==> src/rtl/fifo_rd_pkg.sv <==
// Shared types and constants for the FIFO stream reader.
package fifo_rd_pkg;

    typedef enum logic [1:0] {
        StIdle,
        StRun,
        StDrain
    } rd_state_t;

    localparam int unsigned BUF_ENTRIES       = 2;
    localparam int unsigned OCC_WIDTH         = $clog2(BUF_ENTRIES + 1);
    localparam int unsigned DEF_DATA_WIDTH    = 8;
    localparam int unsigned DEF_CNT_WIDTH     = 16;

endpackage

==> src/rtl/stream_skid_buf.sv <==
// Two-entry in-order buffer: push appends at the tail, pop removes the head.
module stream_skid_buf
    import fifo_rd_pkg::*;
#(
    parameter int unsigned DATA_WIDTH = DEF_DATA_WIDTH
) (
    input  logic                  clk_i,
    input  logic                  rst_i,
    input  logic                  push_i,
    input  logic [DATA_WIDTH-1:0] push_data_i,
    input  logic                  pop_i,
    output logic [OCC_WIDTH-1:0]  occ_o,
    output logic [DATA_WIDTH-1:0] head_o
);

    logic [DATA_WIDTH-1:0] head_q, head_d;
    logic [DATA_WIDTH-1:0] tail_q, tail_d;
    logic [OCC_WIDTH-1:0]  occ_q, occ_d;

    always_comb begin
        head_d = head_q;
        tail_d = tail_q;
        occ_d  = occ_q;
        case ({push_i, pop_i})
            2'b10: begin
                if (occ_q == '0) begin
                    head_d = push_data_i;
                end else begin
                    tail_d = push_data_i;
                end
                occ_d = occ_q + OCC_WIDTH'(1);
            end
            2'b01: begin
                head_d = tail_q;
                occ_d  = occ_q - OCC_WIDTH'(1);
            end
            2'b11: begin
                // Occupancy unchanged; the new word lands behind whatever survives the pop.
                if (occ_q == OCC_WIDTH'(1)) begin
                    head_d = push_data_i;
                end else begin
                    head_d = tail_q;
                    tail_d = push_data_i;
                end
            end
            default: ;
        endcase
    end

    always_ff @(posedge clk_i) begin
        if (rst_i) begin
            head_q <= '0;
            tail_q <= '0;
            occ_q  <= '0;
        end else begin
            head_q <= head_d;
            tail_q <= tail_d;
            occ_q  <= occ_d;
        end
    end

    assign occ_o  = occ_q;
    assign head_o = head_q;

endmodule

==> src/rtl/fifo_stream_reader.sv <==
// Drains a registered-read synchronous FIFO onto a valid/ready stream at one word per cycle.
module fifo_stream_reader
    import fifo_rd_pkg::*;
#(
    parameter int unsigned DATA_WIDTH = DEF_DATA_WIDTH,
    parameter int unsigned CNT_WIDTH  = DEF_CNT_WIDTH
) (
    input  logic                  clk_i,
    input  logic                  rst_i,
    input  logic                  enable_i,
    output logic                  fifo_rd_en_o,
    input  logic [DATA_WIDTH-1:0] fifo_dout_i,
    input  logic                  fifo_empty_i,
    output logic                  m_valid_o,
    output logic [DATA_WIDTH-1:0] m_data_o,
    input  logic                  m_ready_i,
    output logic [CNT_WIDTH-1:0]  words_out_o,
    output logic                  busy_o
);

    localparam int unsigned PW = OCC_WIDTH + 1;

    rd_state_t             state_q, state_d;
    logic                  inflight_q;
    logic [CNT_WIDTH-1:0]  cnt_q, cnt_d;
    logic [OCC_WIDTH-1:0]  occ;
    logic                  pop;
    logic                  pending;
    logic [PW-1:0]         committed;
    logic                  room;

    stream_skid_buf #(
        .DATA_WIDTH (DATA_WIDTH)
    ) u_buf (
        .clk_i       (clk_i),
        .rst_i       (rst_i),
        .push_i      (inflight_q),
        .push_data_i (fifo_dout_i),
        .pop_i       (pop),
        .occ_o       (occ),
        .head_o      (m_data_o)
    );

    assign m_valid_o = (occ != '0);
    assign pop       = m_valid_o & m_ready_i;
    assign pending   = inflight_q | m_valid_o;

    // Slots already claimed after this cycle's pop; pop implies occ >= 1, so no underflow.
    assign committed = {1'b0, occ} + PW'(inflight_q) - PW'(pop);
    assign room      = committed < PW'(BUF_ENTRIES);

    assign fifo_rd_en_o = enable_i & ~fifo_empty_i & (state_q == StRun) & room & ~rst_i;

    always_comb begin
        state_d = state_q;
        cnt_d   = cnt_q + CNT_WIDTH'(pop);
        unique case (state_q)
            StIdle: begin
                if (enable_i) state_d = StRun;
            end
            StRun: begin
                if (!enable_i) state_d = pending ? StDrain : StIdle;
            end
            StDrain: begin
                if (enable_i) begin
                    state_d = StRun;
                end else if (!pending) begin
                    state_d = StIdle;
                end
            end
            default: state_d = StIdle;
        endcase
    end

    always_ff @(posedge clk_i) begin
        if (rst_i) begin
            state_q    <= StIdle;
            inflight_q <= 1'b0;
            cnt_q      <= '0;
        end else begin
            state_q    <= state_d;
            inflight_q <= fifo_rd_en_o;
            cnt_q      <= cnt_d;
        end
    end

    assign words_out_o = cnt_q;
    assign busy_o      = (state_q != StIdle);

endmodule

==> config.mk <==
export PLATFORM = sky130hd
export DESIGN_NAME = fifo_stream_reader
export DESIGN_NICKNAME = d
export VERILOG_FILES = /design/src/rtl/fifo_rd_pkg.sv /design/src/rtl/stream_skid_buf.sv /design/src/rtl/fifo_stream_reader.sv
export SDC_FILE = /design/constraint.sdc
export NUM_CORES = 1
export LEC_CHECK = 0
export CORE_ASPECT_RATIO = 1.25
export CORE_MARGIN = 2
export CORE_UTILIZATION = 35
export CTS_BUF_LIST = sky130_fd_sc_hd__clkbuf_4 sky130_fd_sc_hd__clkbuf_8
export DETAILED_ROUTE_END_ITERATION = 8
export GPL_TIMING_DRIVEN = 0
export HOLD_SLACK_MARGIN = 0.02
export SYNTH_ARGS = -nofsm -noshare
export SYNTH_HDL_FRONTEND = slang
export SYNTH_SLANG_ARGS = --single-unit
==> constraint.sdc <==
create_clock -name clk_i -period 3 [get_ports clk_i]
set_input_delay 0.6 -clock clk_i [delete_from_list [all_inputs] [get_ports clk_i]]
set_output_delay 0.6 -clock clk_i [all_outputs]
set_load 0.01 [all_outputs]
==> results.ini <==
[global_route]
gr-total-overflow = 0
grt_antenna_before_repair = 0
grt_first_pass_wirelength_mm = 6.32
grt_start_max_net_pins = 11
grt_pass1_vias = 1393
grtUsageTotal_pct = 15.5

[yosys]
yosysUniqueCellTypes = 34
yosysSeqAreaShare_pct = 44.0
synth_area_per_cell_um2 = 9.34
synth_edf_count = 0
synth-async-reset-ratio_pct = 0
synth_ff_type = dfxtp_1
synthTopCellsByArea = dfxtp_1 44%, nor2_1 6.9%, mux2i_1 5.4%
synth_top_area_share_pct = 44.0
syn_nets = 201
synth-seq-cells = 37
syn-cell-area_um2 = 1680
yosys.area.top_type = dfxtp_1
synth_warnings = 0
syn_inst = 180

[cells_and_area]
syn_to_final_growth_pct = 39.6
multiInputGateArea_um2 = 908
num_antenna_cells = 0
fill_cells = 470
drive_gt1_share_pct = 16.1
nets = 257
final_area_um2 = 2350
ff_latch_area_um2 = 748

[clock_network]
path_clk_slew_ns = 0.07
clock_sinks = 37
postCtsHoldBufs = 0
cts_root_buf = clkbuf_8
cts_tree = yes
cts_buffers = 5
clk_latency_ns = 0.28
clockBufferDepth = 2
cts.htree.levels = 2

[sta]
tightest_slew_ns = 0.692
finalMaxSlewViolations = 0
max_freq_mhz = 354
setup_viol = 0
fin_skew_ns = 0.00318
finalHoldViolCount = 0
rsz0062_at_grt = no
worst_slack_ns = 0.173
finalCritPeriodShare_pct = 94.2
period_needed_ns = 2.83
worst_slew_margin_rel_pct = 52.5

[placement]
place_hpwl_mm = 2.69
routabilityCongestion = 0.796
portBuffers = 38
place_ws_ns = -0.689
dpl_cell_area_um2 = 2140

[floorplanning]
row_count = 28
die_w_um = 66.0
coreArea_um2 = 4690
dieArea_um2 = 5380
die_h_um = 81.5
ios = 40
start_util_pct = 35.8

[critical_path]
cp_data_required_time_ns = 2.40
arrival_ns = 2.23
critPathCaptureType = primary output
cp_max_fo = 4
critPathLaunchType = input port
critPathKind = input port to primary output

[drt]
vias_per_cell = 4.82
ant_nets = 0
wirelength_mm = 3.77
via_count = 1428
drt_iter0_drc = 46
drc = 0
firstDrtPassIters = 4
wl_per_cell_um = 12.7

[min_path]
min_path_type = register to register

[pwr]
power_density_nw_per_um2 = 665
peakVddDrop_uv = 474
power.leakage_nw = 0.871

[status]
status = complete, no violations

[flow_run]
max-cap-violations = 0

worst max-delay path: stages:
cell and delay, ns:
dlygate4sd2_1 0.25, nor2b_4 0.13, buf_4 0.14, nor2_2 0.09, o21ai_2 0.07, fa_1 0.53, nand4bb_1 0.12, nor3_1 0.14
buf_2 0.15
cell usage in the layout (no fill, tap or decap), drive strengths merged:
master,instances
ha,7
clkdlybuf4s50,36
buf,14
mux2i,9
nand2,2
xor2,6
clkbuf,11
or3,3
a21o,2
a21oi,6
nor2,31
a22oi,1
xnor2,8
nand4bb,1
a221oi,8
or2,1
dlygate4sd2,1
nand4,3
nor3,15
nand3,7
nor2b,4
a2111oi,1
a211oi,1
and3,1
inv,10
fa,1
o21ai,5
nor4,2
dfxtp,37
o21a,1
nand2b,1
path summary, 6_finish.rpt:
| path | to | start | slack (ns) | depth (start not counted) |
|---|---|---|---|---|
| max | fifo_rd_en_o | m_ready_i | 0.17 | 9 |
| min | state_q[0] | state_q[0] | 0.49 | 1 |
| max reg2reg | inflight_q | u_buf.occ_o[0] | 0.22 | 17 |
| min reg2reg | state_q[0] | state_q[0] | 0.49 | 1 |
routing by layer:
metal | share of wire [%] | wire length [µm] | track usage [%] | up-vias
met5 | 0 | 0 | 0 | -
met4 | 1.9 | 71 | 6.12 | 0
met3 | 2.9 | 111 | 4.11 | 4
met2 | 52 | 1940 | 26.7 | 25
met1 | 44 | 1640 | 18.5 | 664
li1 | - | - | - | 735
cell families after synthesis:
kind of cell / synth area share (%)
compound gates: 10.2
xor+xnor: 7.29
fa+ha+maj: 6.40
buf+inv: 4.09
flops: 44.0
mux: 5.36
simple gates: 22.6
layout make-up:
type	instances	area share (%)
well taps	60	3.20
inverters	10	1.60
flip-flops and latches	37	31.9
clock buffers	7	3.84
multi-input cells	127	38.7
plain buffers	6	1.33
repair buffers	49	19.5
report_power, final:
group / switching, mW / internal [mW] / leakage, nW
logic: 0.297 / 0.298 / 0.522
registers: 0.0471 / 0.564 / 0.301
clock network: 0.163 / 0.191 / 0.0477
total: 0.507 / 1.05 / 0.871
flip-flops by register name, summed over array words and instances (netlist names):
register,flops
state_q,2
words_out_o,16
u_buf.occ_o,2
u_buf.tail_q,8
inflight_q,1
u_buf.head_o,8
through the flow:
step	setup TNS, ns	cells	hold WS, ns	utilization, %	power [mW]
floorplan	0	180	0.453	-	0.906
global placement	-0.676	278	0.475	45.5	1.11
detailed placement	-0.689	278	0.475	45.5	1.12
CTS	0	295	0.492	49.4	1.54
global route	0	296	0.531	50.0	1.68
finish	0	296	0.490	50.0	1.56
cell usage after synthesis (2+ instances only):
library cell	number
nor3_1	15
a221oi_1	8
nor2_1	31
xnor2_1	8
inv_1	10
or3_1	2
xor2_1	6
nand4_1	2
ha_1	7
dfxtp_1	37
mux2i_1	9
nor4_4	2
a21o_1	2
nand3_1	7
nand2_1	2
nor2b_1	3
o21ai_0	4
clkbuf_1	4
a21oi_1	6
repair_timing:
| item | 4_1_cts | 5_1_grt |
|---|---|---|
| endpoints found under the setup margin | 1 | 2 |
| buffers inserted | 10 | 1 |
| hold endpoints to repair | 0 | 0 |
| pin swaps | 3 | 1 |
| cloned | 0 | 0 |
| gates resized for setup | 14 | 7 |
Note: power is estimated with default switching activity, not from simulation.
